--- src/rtl/mem_access_stage.sv ---
// rtl/mem_access_stage.sv - MEM pipeline stage running loads/stores over a req/ack data-memory port
//
// Purpose:
//   Sits between EX/MEM and MEM/WB. Non-memory instructions and misaligned
//   memory instructions pass straight through combinationally. An aligned
//   load/store stalls the upstream pipeline and sends bubbles to MEM/WB.
//   The access is issued on a registered req/ack port and waited on, with a
//   bounded wait. The held instruction is then released with its load data.
//
// Ports:
//   clk, rst       clock, synchronous active-high reset
//   pc_4_m_i       PC+4 from EX/MEM
//   y_i            ALU result / memory byte address
//   b_i            store data
//   rdm_i          destination register
//   ctrlm_i        control word (MR_BIT = load, MW_BIT = store)
//   dmem_req       memory request (registered)
//   dmem_we        1 = write (registered)
//   dmem_addr      word-aligned address (registered)
//   dmem_wdata     write data (registered)
//   dmem_ack       one-cycle completion pulse
//   dmem_rdata     read data, valid with dmem_ack
//   pc_4_w_o       PC+4 to MEM/WB
//   ym_o           ALU result to MEM/WB
//   mdr_o          load data to MEM/WB
//   rdw_o          destination register to MEM/WB
//   ctrlw_o        control word to MEM/WB (0 = bubble)
//   stall_o        hold PC, IF/ID, ID/EX, EX/MEM
//   err_o          sticky error: misaligned access or timeout
module mem_access_stage #(
  parameter int MR_BIT  = 5,
  parameter int MW_BIT  = 4,
  parameter int TIMEOUT = 16
) (
  input  logic        clk,
  input  logic        rst,
  input  logic [31:0] pc_4_m_i,
  input  logic [31:0] y_i,
  input  logic [31:0] b_i,
  input  logic [4:0]  rdm_i,
  input  logic [31:0] ctrlm_i,
  output logic        dmem_req,
  output logic        dmem_we,
  output logic [31:0] dmem_addr,
  output logic [31:0] dmem_wdata,
  input  logic        dmem_ack,
  input  logic [31:0] dmem_rdata,
  output logic [31:0] pc_4_w_o,
  output logic [31:0] ym_o,
  output logic [31:0] mdr_o,
  output logic [4:0]  rdw_o,
  output logic [31:0] ctrlw_o,
  output logic        stall_o,
  output logic        err_o
);

  localparam int CW = $clog2(TIMEOUT);

  typedef enum logic [1:0] {
    S_IDLE = 2'd0,
    S_WAIT = 2'd1,
    S_DONE = 2'd2
  } state_t;

  state_t      state_q, state_d;
  logic        req_q, req_d;
  logic        we_q, we_d;
  logic [31:0] addr_q, addr_d;
  logic [31:0] wdata_q, wdata_d;
  logic [31:0] mdr_q, mdr_d;
  logic [CW-1:0] cnt_q, cnt_d;
  logic        err_q, err_d;

  logic memop;
  logic mis;

  assign memop = ctrlm_i[MR_BIT] | ctrlm_i[MW_BIT];
  assign mis   = memop & (y_i[1:0] != 2'b00);

  // Next-state and register updates
  always_comb begin
    state_d = state_q;
    req_d   = req_q;
    we_d    = we_q;
    addr_d  = addr_q;
    wdata_d = wdata_q;
    mdr_d   = mdr_q;
    cnt_d   = cnt_q;
    err_d   = err_q;
    case (state_q)
      S_IDLE: begin
        if (memop && !mis) begin
          addr_d  = {y_i[31:2], 2'b00};
          wdata_d = b_i;
          we_d    = ctrlm_i[MW_BIT];
          req_d   = 1'b1;
          cnt_d   = '0;
          state_d = S_WAIT;
        end else if (mis) begin
          err_d = 1'b1;
        end
      end
      S_WAIT: begin
        cnt_d = cnt_q + CW'(1);
        // req_q is always 1 in WAIT, so ack is trusted here and ignored elsewhere.
        // The EX/MEM inputs are frozen by the stall, so ctrlm_i still describes
        // the outstanding access.
        if (dmem_ack) begin
          mdr_d   = ctrlm_i[MR_BIT] ? dmem_rdata : 32'd0;
          req_d   = 1'b0;
          state_d = S_DONE;
        end else if (cnt_q == CW'(TIMEOUT - 1)) begin
          mdr_d   = 32'd0;
          req_d   = 1'b0;
          err_d   = 1'b1;
          state_d = S_DONE;
        end
      end
      S_DONE: begin
        // Unconditional return: the stall lifts here, so the next edge loads a
        // new instruction and the completed one is never re-issued.
        state_d = S_IDLE;
      end
      default: begin
        state_d = S_IDLE;
      end
    endcase
  end

  always_ff @(posedge clk) begin
    if (rst) begin
      state_q <= S_IDLE;
      req_q   <= 1'b0;
      we_q    <= 1'b0;
      addr_q  <= 32'd0;
      wdata_q <= 32'd0;
      mdr_q   <= 32'd0;
      cnt_q   <= '0;
      err_q   <= 1'b0;
    end else begin
      state_q <= state_d;
      req_q   <= req_d;
      we_q    <= we_d;
      addr_q  <= addr_d;
      wdata_q <= wdata_d;
      mdr_q   <= mdr_d;
      cnt_q   <= cnt_d;
      err_q   <= err_d;
    end
  end

  // MEM/WB outputs and stall
  always_comb begin
    pc_4_w_o = pc_4_m_i;
    ym_o     = y_i;
    rdw_o    = rdm_i;
    ctrlw_o  = ctrlm_i;
    mdr_o    = 32'd0;
    stall_o  = 1'b0;
    case (state_q)
      S_IDLE: begin
        if (memop && !mis) begin
          stall_o = 1'b1;
          ctrlw_o = 32'd0;
          rdw_o   = 5'd0;
        end
      end
      S_WAIT: begin
        stall_o = 1'b1;
        ctrlw_o = 32'd0;
        rdw_o   = 5'd0;
      end
      S_DONE: begin
        mdr_o = mdr_q;
      end
      default: begin
        stall_o = 1'b0;
      end
    endcase
  end

  assign dmem_req   = req_q;
  assign dmem_we    = we_q;
  assign dmem_addr  = addr_q;
  assign dmem_wdata = wdata_q;
  assign err_o      = err_q;

endmodule
--- config.mk ---
export PLATFORM = sky130hd
export DESIGN_NAME = mem_access_stage
export DESIGN_NICKNAME = d
export VERILOG_FILES = /design/src/rtl/mem_access_stage.sv
export SDC_FILE = /design/constraint.sdc
export NUM_CORES = 1
export LEC_CHECK = 0
export ABC_AREA = 1
export CAP_MARGIN = 20
export CELL_PAD_IN_SITES_DETAIL_PLACEMENT = 1
export CELL_PAD_IN_SITES_GLOBAL_PLACEMENT = 2
export CORE_AREA = 2 2 176 178
export DETAILED_ROUTE_END_ITERATION = 12
export DIE_AREA = 0 0 178 180
export PLACE_DENSITY = 0.82
export SLEW_MARGIN = 0
export SYNTH_ARGS = -nofsm -noshare
export SYNTH_HDL_FRONTEND = slang
export SYNTH_SLANG_ARGS = --single-unit
--- constraint.sdc ---
create_clock -name clk -period 1.9 [get_ports clk]
set_clock_uncertainty 0.1 [all_clocks]
set_input_delay 0.19 -clock clk [delete_from_list [all_inputs] [get_ports clk]]
set_output_delay 0.19 -clock clk [all_outputs]
set_load 0.02 [all_outputs]
==> reports/results.txt, run 1 <==
Status: complete, no violations
Worst vdd ir: 0.385 mV
Critical-path cell list: clkdlybuf4s50_1 -> nor2_2 -> buf_6 -> nand3_2 -> nand2_4 -> buf_12 -> nor2_1 -> buf_2
Mapped cell area: 0.00475 mm2
Total global routing overflow: 0
FF+latch area: 0.00206 mm2
Most frequent cells in the layout: clkdlybuf4s50_1 (230), nand2_1 (199), a21oi_1 (103), dfxtp_1 (103), inv_1 (73)
Critical path type: input port to output port
Routing usage on met3: 0.0406
Final ANT Viol Nets: 0
Standby leakage power: 3.06 nW
Vias in the first global route: 5203
Die area: 0.0320 mm2
Critical path's slowest cell: clkdlybuf4s50_1
Post-DP HPWL: 13.4 mm
Clock root buffer: clkbuf_16
Area occupied by multi-input gates: 0.00170 mm2
Initial DRC count: 137
Synth-to-Final Area Change: 65.4%
Fillers: 3689
Crit end category: output port
Worst EP required: 1610 ps
Post-Synthesis Cells: 680
Max Slew Vio Count: 0
Commonest non-fill, non-tap cell in the layout: clkdlybuf4s50_1
Final Hold Viols: 0
CTS tree: yes
Longest Clk Path Bufs: 2
Vert. Die Dim: 180 um
Area leader, netlist: dfxtp_1
Tightest Hold Check Type: input port to flip-flop
Initial antenna violation count: 0
Total negative slack: 0 ps
Residual DRC count: 0
Rows: 64
PwrDens: 672 mW/mm2
Syn_area_per_cell: 6.98 um2
I/O Buffers: 302
Clock buffer count from CTS: 9
DR vias: 4917
Routed wire length: 18.2 mm
Max Clk Rate: 553 MHz
Yosys top cell area share: 0.434
R2R Setup Slk: 370 ps
Area contributors post-synth: dfxtp_1 (43%), nand2_1 (16%), buf_4 (13%)
Via-to-Cell Ratio: 3.73
First-pass GRT wire length: 28.4 mm
Placer Congestion: 0.757
Global routing's busiest layer: met2
Met2 Track Usage GR: 0.193
Max_cap viols: 0
Tmin final: 1810 ps
Synth cell types: 21
DP Worst Slack: -428 ps
Max incr delay on CP: 430 ps
# diodes: 0
Worst setup margin: 92.4 ps
Crit path DAT: 1520 ps
I/O pin count: 369
CORE AREA: 0.0302 mm2
Clock Sink Count: 103
GRT Util Overall: 0.112
Worst-skew pair later-pin latency: 340 ps
RSZ-0062 raised after global routing: false
Fraction of layout cells with a size suffix above 1: 0.137
# setup viols final: 0
H-tree depth: 3
Largest net degree at the start of global routing: 39
Nets: 1086
FF+latch count, synth: 103
Worst setup SP type: input port
Starting Density: 0.157
Syn. warnings: 0
Met1 Use GR: 0.129
Worst-path maximum fanout: 20
Router iterations before antenna repair: 4
WL/cell: 13.8 um
Clock-pin slew on the worst setup and hold paths: 70 ps
Post-synthesis sequential area ratio: 0.434
Fin crit share: 0.951
Die width: 178 um
cell usage after synthesis (all sizes together):
master / instances
nand2: 203
a21oi: 103
dfxtp: 103
buf: 95
inv: 77
nor2: 72
nand3: 11
clkbuf: 9
or2: 2
conb: 1
ha: 1
nand4: 1
nor3: 1
o21bai: 1
report_power, final:
part           total [mW]  internal (mW)  switching (mW)
combinational        1.17          0.589           0.578
clock                1.84          0.967           0.873
sequential           2.27           2.23          0.0387
metrics by stage:
stage / cells / total power, mW / util / area [um2] / hold WS [ps]
CTS: 1318 / 5.45 / 0.269 / 8130 / 152
finish: 1318 / 5.28 / 0.260 / 7850 / 159
detailed placement: 1301 / 3.55 / 0.261 / 7870 / 280
floorplan: 681 / 2.95 / - / 4750 / 233
global route: 1318 / 5.60 / 0.260 / 7850 / 162
global placement: 1301 / 3.54 / 0.261 / 7870 / 280
state kept, by name, summed over array words and instances, names as in the netlist:
register,cells
dmem_req,1
state_q,2
err_o,1
dmem_wdata,32
mdr_q,32
dmem_addr,30
dmem_we,1
cnt_q,4
area by class of cell:
cell class	count	area share
repair buffers	329	0.385
flip-flops and latches	103	0.263
multi-input cells	397	0.216
well taps	396	0.0631
inverters	77	0.0368
clock buffers	12	0.0327
clock inverters	4	0.00382
timing repair:
item / CTS / global route
hold buffers: 0 / 0
endpoints found under the setup margin: 70 / 45
gates resized for setup: 241 / 46
pin swaps: 1 / 1
gates cloned: 1 / 0
setup buffers: 0 / 0
routing by layer:
layer  routed length [um]  vias up
li1                     -     2465
met1                 7620     2245
met2                 8700      182
met3                 1510       25
met4                  339        0
met5                    0        -
kinds of logic (layout without fill, tap and decap cells):
family	after synthesis	after routing	synth area share
compound gates	104	104	0.110
fa+ha+maj	1	1	0.00264
flops	103	103	0.434
other cells	1	2	0.000790
buf+inv	181	422	0.211
simple gates	290	290	0.241
worst paths after layout:
check	startpoint	end	depth (start not counted)
setup / recovery	y_i[1]	ctrlw_o[16]	8
hold / removal	rst	state_q[1]	2
hold reg to reg	dmem_wdata[31]	dmem_wdata[31]	2
setup reg to reg	state_q[1]	dmem_addr[25]	8
worst max-delay path, delay by kind of cell:
kind                   cells  cell delay [ps]
buffers and inverters      4              880
AND/OR/NAND/NOR            4              430
Power figures use the tool's default switching activity.
==> inputs of run 2 (changes only) <==
Settings changed: CORE_AREA 2 2 176 178 to 4 4 173 175, DIE_AREA 0 0 178 180 to 0 0 177 179, PLACE_DENSITY 0.82 to 0.86.
Clock period 1.9 ns to 2.09 ns, I/O delays scaled along.
==> reports/results.txt, run 2 (synthesized netlist as in run 1, its figures left out) <==
I/O pin count: 369
First-pass GRT wire length: 28.2 mm
Worst vdd ir: 0.298 mV
Most frequent cells in the layout: clkdlybuf4s50_1 (231), nand2_1 (201), a21oi_1 (103), dfxtp_1 (103), inv_1 (73)
Fraction of layout cells with a size suffix above 1: 0.0678
CORE AREA: 0.0285 mm2
# setup viols final: 0
GRT Util Overall: 0.113
Final ANT Viol Nets: 0
Residual DRC count: 0
Starting Density: 0.167
Crit path DAT: 1690 ps
I/O Buffers: 302
Global routing's busiest layer: met2
Total global routing overflow: 0
Critical-path cell list: clkdlybuf4s50_1 -> nor2_1 -> buf_4 -> nand3_2 -> nand2_1 -> buf_12 -> nor2_1 -> clkdlybuf4s15_1
Commonest non-fill, non-tap cell in the layout: clkdlybuf4s50_1
Standby leakage power: 3.03 nW
Nets: 1078
Placer Congestion: 0.754
Final Hold Viols: 0
Die area: 0.0317 mm2
Critical path type: input port to output port
Clock Sink Count: 103
Status: complete, no violations
Max Clk Rate: 500 MHz
Vert. Die Dim: 179 um
Routed wire length: 18.3 mm
Routing usage on met3: 0.0426
Critical Path Most Common Cell: nor2_1
Die width: 177 um
Met2 Track Usage GR: 0.197
Tightest Hold Check Type: input port to flip-flop
Max Slew Vio Count: 0
Clock buffer count from CTS: 9
Max incr delay on CP: 480 ps
Worst EP required: 1780 ps
Router iterations before antenna repair: 4
Fillers: 3492
Max_cap viols: 0
Cts hold-fix bufs: 0
Vias in the first global route: 5141
DR vias: 4936
RR Startpoint: state_q[0]
Tmin final: 2000 ps
Initial DRC count: 102
Worst setup margin: 91.4 ps
Largest net degree at the start of global routing: 49
WL/cell: 14.1 um
Final Non-Filler Cells: 1298
Longest Clk Path Bufs: 2
Post-DP HPWL: 13.9 mm
RSZ-0062 raised after global routing: false
Worst setup SP type: input port
Worst-path maximum fanout: 39
Synth-to-Final Area Change: 67.2%
Critical path's slowest cell: clkdlybuf4s50_1
PwrDens: 603 mW/mm2
Clock root buffer: clkbuf_16
# diodes: 0
Crit path from: y_i[1]
Initial antenna violation count: 0
DP Worst Slack: -232 ps
CTS tree: yes
Via-to-Cell Ratio: 3.80
Worst Min Path Start: rst
Placed cell count: 1282
R2R Setup Slk: 550 ps
Rows: 62
Hold Slack: 123 ps
Met1 Use GR: 0.130
Crit end category: output port
Fin crit share: 0.956
Worst-skew pair later-pin latency: 350 ps
Clock-pin slew on the worst setup and hold paths: 80 ps
H-tree depth: 3
run 2: worst paths after layout:
path / endpoint / cells after the start
worst min-delay path: state_q[1] / 2
worst min register to register: dmem_wdata[24] / 2
worst max-delay path: ctrlw_o[14] / 8
worst max register to register: dmem_wdata[17] / 5
run 2: area by class of cell:
class                           count  area (um2)  share of cell area
Multi-Input combinational cell    397        1690               0.212
Inverter                           77         289              0.0364
Clock buffer                        9         225              0.0284
Timing Repair Buffer              321        3130               0.395
Clock inverter                      7        57.6             0.00725
Sequential cell                   103        2060               0.260
Tap cell                          384         480              0.0606
run 2: power by group:
| group | leakage, nW | switching [mW] | internal (mW) |
|---|---|---|---|
| Combinational | 2.06 | 0.515 | 0.528 |
| Clock | 0.134 | 0.849 | 0.826 |
| Sequential | 0.836 | 0.0361 | 2.03 |
| Total | 3.03 | 1.40 | 3.38 |
run 2: repair_timing:
item                       CTS  global route
resized for setup           72            56
setup buffers                0             0
setup endpoints to repair   70            41
run 2: metrics by stage:
step / utilization / total power [mW] / area, um2 / TNS [ps]
5_1_grt: 0.279 / 5.04 / 7930 / 0
6_report: 0.279 / 4.78 / 7930 / 0
3_3_place_gp: 0.273 / 3.20 / 7770 / -5540
3_5_place_dp: 0.273 / 3.21 / 7770 / -6250
4_1_cts: 0.280 / 4.91 / 7970 / 0
2_1_floorplan: - / 2.68 / 4750 / 0
run 2: routing by layer:
layer	wire, um	vias to the layer above
li1	-	2460
met1	7540	2266
met2	8850	191
met3	1640	19
met4	270	0
met5	0	-
run 2: critical path, delay by kind of cell:
kind	cells	cell delay (ps)
buf+inv	4	1140
simple gates	4	320
